`src/rtl/low_power_instr_issue.sv`:
```
// ============================================================================
// low_power_instr_issue : FIFO-buffered issue stage with bubbles, illegal drop
// Revision 1.0
// ============================================================================
`default_nettype none

module low_power_instr_issue #(
  parameter int DEPTH          = 4,
  parameter int BRANCH_BUBBLES = 2,
  parameter int LOAD_BUBBLES   = 1
) (
  input  logic        clk,
  input  logic        rst_n,
  input  logic        in_valid,
  input  logic [3:0]  in_opcode,
  output logic        in_ready,
  input  logic        flush,
  input  logic        stall,
  output logic [3:0]  opcode,
  output logic        valid,
  output logic        illegal,
  output logic        idle,
  output logic [15:0] issued
);

  localparam int            AW          = $clog2(DEPTH);
  localparam logic [AW:0]   FULL_COUNT  = (AW+1)'(DEPTH);
  localparam logic [AW:0]   ONE_COUNT   = (AW+1)'(1);
  localparam logic [AW-1:0] ONE_PTR     = AW'(1);
  localparam logic [2:0]    BRANCH_LOAD = 3'(BRANCH_BUBBLES);
  localparam logic [2:0]    LOAD_LOAD   = 3'(LOAD_BUBBLES);
  localparam logic [3:0]    OP_LOAD     = 4'b0110;
  localparam logic [3:0]    OP_BRANCH   = 4'b1000;
  localparam logic [3:0]    OP_JUMP     = 4'b1001;

  typedef enum logic [1:0] {
    S_IDLE   = 2'd0,
    S_ISSUE  = 2'd1,
    S_BUBBLE = 2'd2
  } state_t;

  state_t        state;
  state_t        state_next;
  logic [3:0]    mem [DEPTH];
  logic [AW-1:0] rd_ptr;
  logic [AW-1:0] wr_ptr;
  logic [AW:0]   count;
  logic [AW:0]   count_next;
  logic [2:0]    bcnt;
  logic [2:0]    bcnt_next;
  logic [2:0]    bubble_load;
  logic [3:0]    head;
  logic          head_legal;
  logic          push;
  logic          pop;
  logic          issue_now;
  logic          drop_now;

  assign in_ready   = (count != FULL_COUNT);
  assign idle       = (state == S_IDLE);
  assign head       = mem[rd_ptr];
  assign head_legal = (head[3:2] != 2'b11);

  // in_ready comes from the registered count, so a simultaneous pop never frees a slot for a push.
  assign push      = in_valid && in_ready && !flush;
  assign pop       = !flush && !stall && (state != S_BUBBLE) && (count != '0);
  assign issue_now = pop && head_legal;
  assign drop_now  = pop && !head_legal;

  always_comb begin
    bubble_load = 3'd0;
    if (head == OP_BRANCH || head == OP_JUMP) begin
      bubble_load = BRANCH_LOAD;
    end else if (head == OP_LOAD) begin
      bubble_load = LOAD_LOAD;
    end
  end

  always_comb begin
    count_next = count;
    if (flush) begin
      count_next = '0;
    end else begin
      case ({push, pop})
        2'b10:   count_next = count + ONE_COUNT;
        2'b01:   count_next = count - ONE_COUNT;
        default: count_next = count;
      endcase
    end
  end

  always_comb begin
    state_next = state;
    bcnt_next  = bcnt;
    if (flush) begin
      state_next = S_IDLE;
      bcnt_next  = 3'd0;
    end else if (state == S_BUBBLE) begin
      // Bubbles keep counting through stalls; leaving depends on what the FIFO holds next.
      bcnt_next = (bcnt != 3'd0) ? bcnt - 3'd1 : 3'd0;
      if (bcnt <= 3'd1) begin
        state_next = (count_next != '0) ? S_ISSUE : S_IDLE;
      end
    end else if (issue_now && bubble_load != 3'd0) begin
      state_next = S_BUBBLE;
      bcnt_next  = bubble_load;
    end else begin
      state_next = (count_next != '0) ? S_ISSUE : S_IDLE;
    end
  end

  always_ff @(posedge clk) begin
    if (push) begin
      mem[wr_ptr] <= in_opcode;
    end
  end

  always_ff @(posedge clk or negedge rst_n) begin
    if (!rst_n) begin
      state  <= S_IDLE;
      bcnt   <= 3'd0;
      count  <= '0;
      rd_ptr <= '0;
      wr_ptr <= '0;
    end else begin
      state <= state_next;
      bcnt  <= bcnt_next;
      count <= count_next;
      if (flush) begin
        rd_ptr <= '0;
        wr_ptr <= '0;
      end else begin
        if (push) begin
          wr_ptr <= wr_ptr + ONE_PTR;
        end
        if (pop) begin
          rd_ptr <= rd_ptr + ONE_PTR;
        end
      end
    end
  end

  // opcode only moves on an actual issue, keeping the control-unit bus quiet otherwise.
  always_ff @(posedge clk or negedge rst_n) begin
    if (!rst_n) begin
      opcode  <= 4'd0;
      valid   <= 1'b0;
      illegal <= 1'b0;
      issued  <= 16'd0;
    end else begin
      valid   <= issue_now;
      illegal <= drop_now;
      if (issue_now) begin
        opcode <= head;
        issued <= issued + 16'd1;
      end
    end
  end

endmodule

`default_nettype wire

```
`config.mk`:
```
export PLATFORM = sky130hd
export DESIGN_NAME = low_power_instr_issue
export DESIGN_NICKNAME = d
export VERILOG_FILES = /design/src/rtl/low_power_instr_issue.sv
export SDC_FILE = /design/constraint.sdc
export NUM_CORES = 1
export LEC_CHECK = 0
export BUFFER_PORTS_ARGS = -buffer_cell sky130_fd_sc_hd__buf_4
export CORE_UTILIZATION = 30
export CTS_CLUSTER_SIZE = 10
export DETAILED_ROUTE_END_ITERATION = 8
export GPL_TIMING_DRIVEN = 0
export MAX_ROUTING_LAYER = met4
export PLACE_DENSITY = 0.49
export SYNTH_ARGS = -nofsm -noshare
export SYNTH_HDL_FRONTEND = slang
export SYNTH_SLANG_ARGS = --single-unit
```
`constraint.sdc`:
```
create_clock -name clk -period 2.9 [get_ports clk]
set_clock_uncertainty 0.1 [all_clocks]
set_input_delay 0.29 -clock clk [delete_from_list [all_inputs] [get_ports clk]]
set_output_delay 0.29 -clock clk [all_outputs]
set_load 0.03 [all_outputs]
```
==> results of run 1 <==
[worst reg2reg max path: stages, from the launching register on]
cell     delay, ns
dfrtp_1       0.43
nor3_1        0.19
nor2_1        0.11
nand2_2       0.16
inv_4         0.08
ha_1          0.24
fa_1          0.38
xnor2_1       0.14
or3_1         0.30
a21oi_1       0.23
o311a_1       0.20
[per-layer routing]
layer	track usage, %	wire (µm)	up-vias
li1	-	-	716
met2	17.9	1800	37
met3	2.99	169	7
met4	5.28	70	0
met1	15.0	2000	686
met5	-	0	-
[cell type report]
class / instances / share of cell area [%]
Timing Repair Buffer: 33 / 9.12
Clock buffer: 5 / 2.51
Buffer: 2 / 0.547
Clock inverter: 3 / 1.46
Multi-Input combinational cell: 125 / 32.1
Inverter: 8 / 1.19
Sequential cell: 50 / 48.5
Tap cell: 99 / 4.52
[registers in the layout, summed over array words and instances (netlist names)]
name / cells
bcnt: 3
opcode: 4
valid: 1
wr_ptr: 2
rd_ptr: 2
mem: 16
count: 3
state: 2
issued: 16
illegal: 1
[power breakdown]
group | leakage (µW) | switching (µW) | internal [µW]
registers | 0.000605 | 56.4 | 797
clock network | 0.0000502 | 230 | 253
logic | 0.000581 | 234 | 156
total | 0.00124 | 521 | 1210
[synth_stat cells (all sizes together), types with 3 or more instances]
library cell  number
edfxtp            16
ha                 8
inv                7
xor2              10
xnor2             10
nor2              23
mux4               4
nand2             22
nand3              9
and3               3
nand4              4
a21oi              3
dfrtp             34
and2               5
o21ai              3
[logic make-up (layout without fill, tap and decap cells)]
family          after synthesis  count (layout)
compound gates               16              16
xor+xnor                     20              20
fa+ha+maj                     9               9
buf+inv                      10              51
flops                        50              50
mux                           5               5
simple gates                 75              75
[through the flow]
stage               utilization (%)  setup slack, ns  instance area [µm²]
finish                         37.8            0.280                 2740
global route                   37.8           0.0424                 2740
CTS                            37.7           0.0818                 2740
detailed placement             36.1          -0.0394                 2620
global placement               36.1          -0.0281                 2620
floorplan                         -            0.309                 2250
[path summary, 6_finish.rpt]
| path | to | slack (ns) | cells after the start |
|---|---|---|---|
| worst min-delay path | mem[2][0] | 0.08 | 1 |
| worst min register to register | issued[15] | 0.37 | 1 |
| min in group asynchronous | issued[2] | 0.38 | 2 |
| worst max register to register | state[0] | 0.28 | 10 |
| worst max-delay path | state[0] | 0.28 | 10 |
| max in group asynchronous | issued[5] | 2.01 | 2 |
[repair_timing]
action                     4_1_cts  5_1_grt
hold buffers                     1        0
gates resized for setup          1        3
cloned                           0        0
setup endpoints to repair        1        1
hold endpoints to repair        34        0
==> out/metrics.csv, run 1 <==
stage;metric;value;unit
synth;synth_flop_cell;dfrtp_1;
synth;syn-cell-area;2250;µm²
grt;track_usage;11.9;%
setup_path;cp_slowest_cell;dfrtp_1;
sta;fin_crit_sh;90.3;%
cts;clkSinkCount;50;
final_layout;multi_input_area;881;µm²
cts;cts_tree;yes;
setup_path;critPathMaxStageDelay;0.43;ns
setup_path;worstPathRequired;3.04;ns
synth;yosys.area_share.adder;5.33;%
synth;synth_area_leaders;dfrtp_1 (38%), edfxtp_1 (21%), ha_1 (4.4%), xnor2_1 (3.9%), xor2_1 (3.9%);
synth;ys_seq_area_share;59.1;%
final_layout;drive_gt1_share;23.5;%
synth;syn_nets;203;
die;core;7250;µm²
synth;synth_compound_area_share;5.44;%
placement;io_buffers;32;
setup_path;crit_fanout;8;
synth;synth_cell_types;40;
pwr;powerDensity;629;nW/µm²
sta;setup_violations;0;
pwr;ir_worst_vdd;0.000195;V
synth;synth_top_family_by_area;simple AND/OR/NAND/NOR gates;
die;dieArea;7860;µm²
sta;drv_slew;0;
synth;synth_simple_gate_area_share;15.7;%
sta;hold_ws;0.0845;ns
final_layout;final_cell_mix;dfrtp_1 (34), buf_4 (32), nor2_1 (22);
drt;drtPass1Iterations;4;
setup_path;crit_buf_inv;1;
synth;synthCells;185;
cts;insertion_delay;0.30;ns
sta;rsz0062_at_grt;false;
sta;period_needed;2.62;ns
sta;tightest_slew;0.487;ns
die;core.rowCount;31;
die;initial_core_util;31.1;%
synth;synth-edff-count;16;
synth;yosys.area_share.xor_xnor;7.78;%
grt;grt_pass1_wl;6630;µm
sta;slew-limit-headroom;67.5;%
synth;ys_ff_latch;50;
drt;vias;1446;
grt;grt_max_degree;35;
synth;yosysWarnings;0;
synth;synth_top_area_share;37.8;%
synth;synthMuxAreaShare;4.61;%
setup_path;critPathKind;register to register;
synth;synthArstFlopShare;68.0;%
final_layout;nets;243;
min_path;hold_path.class;primary input to register;
cts;cts_setup_buffers;0;
die;die_width;88.6;µm
drt;drc;0;
cts;root_buffer;clkbuf_8;
final_layout;stdcell_count;325;
pwr;leakagePower;0.00124;µW
drt;first_iter_violations;56;
placement;dp_cells;316;
setup_path;crit_family;simple AND/OR/NAND/NOR gates;
setup_path;cp-end-kind;register;
final_layout;mostFrequentLayoutCell;dfrtp_1;
drt;wl_per_cell;12.4;µm
setup_path;crit_path_start;count[1];
pwr;p_total;1730;µW
grt;grt_antenna_before_repair;0;
setup_path;startpoint_type;register;
synth;synth_top_cell_by_area;dfrtp_1;
min_path;min_from;in_opcode[0];
drt;ant_nets;0;
drt;viasPerCell;4.45;
cts;cts_htree_levels;2;
cts;cts_made_buffers;5;
final_layout;diodes;0;
placement;dpl.hpwl;2910;µm
job;maxCapViolCount;0;
grt;first_global_vias;1372;
sta;hold_viol;0;
cts;clk_pin_slew;0.09;ns
final_layout;area.growth.synth_to_final;21.8;%
sta;fmax;382;MHz
die;die_h;88.6;µm
cts;ctsLongestPathBuffers;2;
final_layout;fillerInstances;725;
setup_path;crit_chain;nor3_1 > nor2_1 > nand2_2 > inv_4 > ha_1 > fa_1 > xnor2_1 > or3_1 > a21oi_1 > o311a_1;
final_layout;ff_latch_area;1330;µm²
synth;avgSynthCellArea;12.2;µm²
die;ioPinCount;33;
grt;grt_overflow;0;
placement;gp_congestion;0.751;
setup_path;cp.arrival;2.76;ns
setup_path;worstReg2RegStart;count[1];
sta;tns;0;ns
drt;wl;4040;µm
run_status;run_status;finished, final reports clean;
(Power assumes the default switching activity.)
==> inputs of run 2 (changes only) <==
Settings changed: ABC_AREA from default to 1, HOLD_SLACK_MARGIN from default to 0.06.
==> out/metrics.csv, run 2 <==
stage;metric;value;unit
die;dieArea;8720;µm²
drt;vias;1858;
sta;tightest_slew;0.449;ns
cts;cts_resized;0;
placement;gp_congestion;0.873;
setup_path;cp-end-kind;register;
cts;clkSinkCount;50;
synth;synth_top_family_by_area;simple AND/OR/NAND/NOR gates;
cts;cts_tree;yes;
sta;period_needed;2.36;ns
grt;grt_pass1_wl;8290;µm
final_layout;nets;336;
synth;synth_flop_cell;dfrtp_1;
synth;synth_area_leaders;dfrtp_1 (34%), edfxtp_1 (19%), nand2_1 (11%), inv_1 (5.4%), nand3_1 (4.6%);
synth;yosysWarnings;0;
setup_path;cp.arrival;2.45;ns
setup_path;critPathKind;register to register;
placement;io_buffers;32;
pwr;leakagePower;0.00144;µW
drt;drc;0;
setup_path;crit_chain;nor2_1 > nand2_1 > nand2_1 > nor2_1 > inv_1 > ha_1 > fa_1 > nor2_1 > nor2_1 > nand2_1 > nand2_1 > nand3_1 > nand3_1 > and3_1;
synth;synth_common_cells;nand2_1 (76), inv_1 (36), dfrtp_1 (34);
synth;synthCells;278;
synth;synth-edff-count;16;
synth;ys_seq_area_share;53.2;%
synth;synth_cell_types;28;
final_layout;finish.utilization;37.6;%
sta;hold_viol;0;
synth;synth_top_cell_by_area;dfrtp_1;
drt;drtPass1Iterations;4;
die;die_width;93.4;µm
sta;slew-limit-headroom;70.1;%
final_layout;diodes;0;
setup_path;crit_buf_inv;1;
cts;cts_setup_buffers;0;
synth;synthMuxAreaShare;0;%
synth;synth_simple_gate_area_share;25.6;%
setup_path;crit_fanout;5;
cts;ctsLongestPathBuffers;2;
final_layout;fillerInstances;821;
job;maxCapViolCount;0;
cts;cts_made_buffers;5;
grt;first_global_vias;1849;
placement;placed_cell_area;2870;µm²
synth;yosys.area_share.xor_xnor;5.95;%
grt;grt_overflow;0;
synth;synth.most_common_cell;nand2_1;
final_layout;drive_gt1_share;16.9;%
cts;clk_pin_slew;0.09;ns
final_layout;reg_top3;issued (16), mem (16), opcode (4);
drt;wl_per_cell;11.5;µm
drt;wl;4850;µm
setup_path;cp_slowest_cell;dfrtp_1;
die;core;7890;µm²
drt;first_iter_violations;75;
grt;track_usage;12.5;%
synth;synth_compound_area_share;3.30;%
drt;viasPerCell;4.41;
synth;syn-cell-area;2500;µm²
run_status;run_status;finished, final reports clean;
cts;cts_htree_levels;2;
sta;setup_violations;0;
final_layout;final_area;2960;µm²
pwr;p_total;2010;µW
synth;synth_top_area_share;34.0;%
pwr;ir_worst_vdd;0.000277;V
placement;dpl.hpwl;3710;µm
synth;yosys.area_share.adder;4.80;%
setup_path;crit_family;simple AND/OR/NAND/NOR gates;
setup_path;critPathMaxStageDelay;0.43;ns
sta;fin_crit_sh;81.2;%
die;initial_core_util;31.7;%
final_layout;stdcell_count;421;
grt;grt_max_degree;35;
setup_path;startpoint_type;register;
cts;insertion_delay;0.30;ns
final_layout;area.growth.synth_to_final;18.3;%
synth;synthArstFlopShare;68.0;%
final_layout;final_cell_mix;nand2_1 (76), inv_1 (36), buf_4 (34), dfrtp_1 (34), nor2_1 (29);
die;core.rowCount;32;
synth;avgSynthCellArea;9.01;µm²
die;die_h;93.4;µm
cts;root_buffer;clkbuf_8;
placement;dp_cells;412;
sta;drv_slew;0;
min_path;hold_path.class;primary input to register;
grt;grt_antenna_before_repair;0;
sta;rsz0062_at_grt;false;
sta;tns;0;ns
drt;ant_nets;0;
pwr;powerDensity;677;nW/µm²
synth;ys_ff_latch;50;
synth;syn_nets;296;
sta;fmax;425;MHz
final_layout;mostFrequentLayoutCell;nand2_1;
setup_path;worstPathRequired;2.99;ns
die;ioPinCount;33;
-- run 2: cell types whose count changed after synthesis, moves of 3 or more --
cell,before,now
nand2_4,0,3
nand3_1,9,23
mux4_2,3,0
inv_1,6,36
nand2_2,0,4
o21ai_0,3,8
nor2_1,23,29
and2_1,5,0
nand2_1,22,76
-- run 2: metal layers --
| metal | share of wire [%] | GRT usage [%] |
|---|---|---|
| met4 | 0.52 | 3.59 |
| met3 | 3.5 | 2.60 |
| met5 | 0 | - |
| met2 | 49 | 21.5 |
| met1 | 47 | 14.9 |
-- run 2: worst paths after layout --
path	startpoint	cells past startpoint	slack, ns	to
max reg2reg	count[0]	14	0.54	state[0]
max	count[0]	14	0.54	state[0]
min in group asynchronous	rst_n	2	0.38	issued[5]
min	in_opcode[1]	1	0.09	mem[3][1]
min reg2reg	opcode[0]	2	0.39	opcode[0]
max in group asynchronous	rst_n	2	2.00	count[2]
-- run 2: cell families (layout without fill, tap and decap cells) --
logic type                 Yosys count  count (layout)
buffers and inverters               41              82
AOI/OAI and AO/OA                   15              15
adders and majority gates            9               9
DFF                                 50              50
and+or+nand+nor                    146             146
xor gates and xnor gates            17              17
-- run 2: layout make-up --
cell class                 count  area (µm²)  area share [%]
buffer                         3        35.0            1.18
clock buffer                   6        72.6            2.45
clock inverter                 2        8.76           0.296
inverter                      38         144            4.86
multi-input combinational    187         993            33.5
sequential                    50        1330            44.9
tap                          102         128            4.31
timing repair buffer          33         250            8.45
-- run 2: power breakdown --
| part | internal, µW | switching (µW) |
|---|---|---|
| combinational | 249 | 440 |
| sequential | 836 | 92.3 |
| clock | 167 | 224 |
| total | 1250 | 756 |
-- run 2: timing repair --
action                                  CTS  global route
hold endpoints to repair                 34             0
hold buffers                              1             0
endpoints found under the setup margin    0             0
-- run 2: metrics by stage --
step                setup slack [ns]  hold WS (ns)
finish                         0.545        0.0885
global route                   0.317        0.0712
CTS                            0.527        0.0775
detailed placement             0.454         0.183
global placement               0.465         0.178
floorplan                      0.525        -0.106
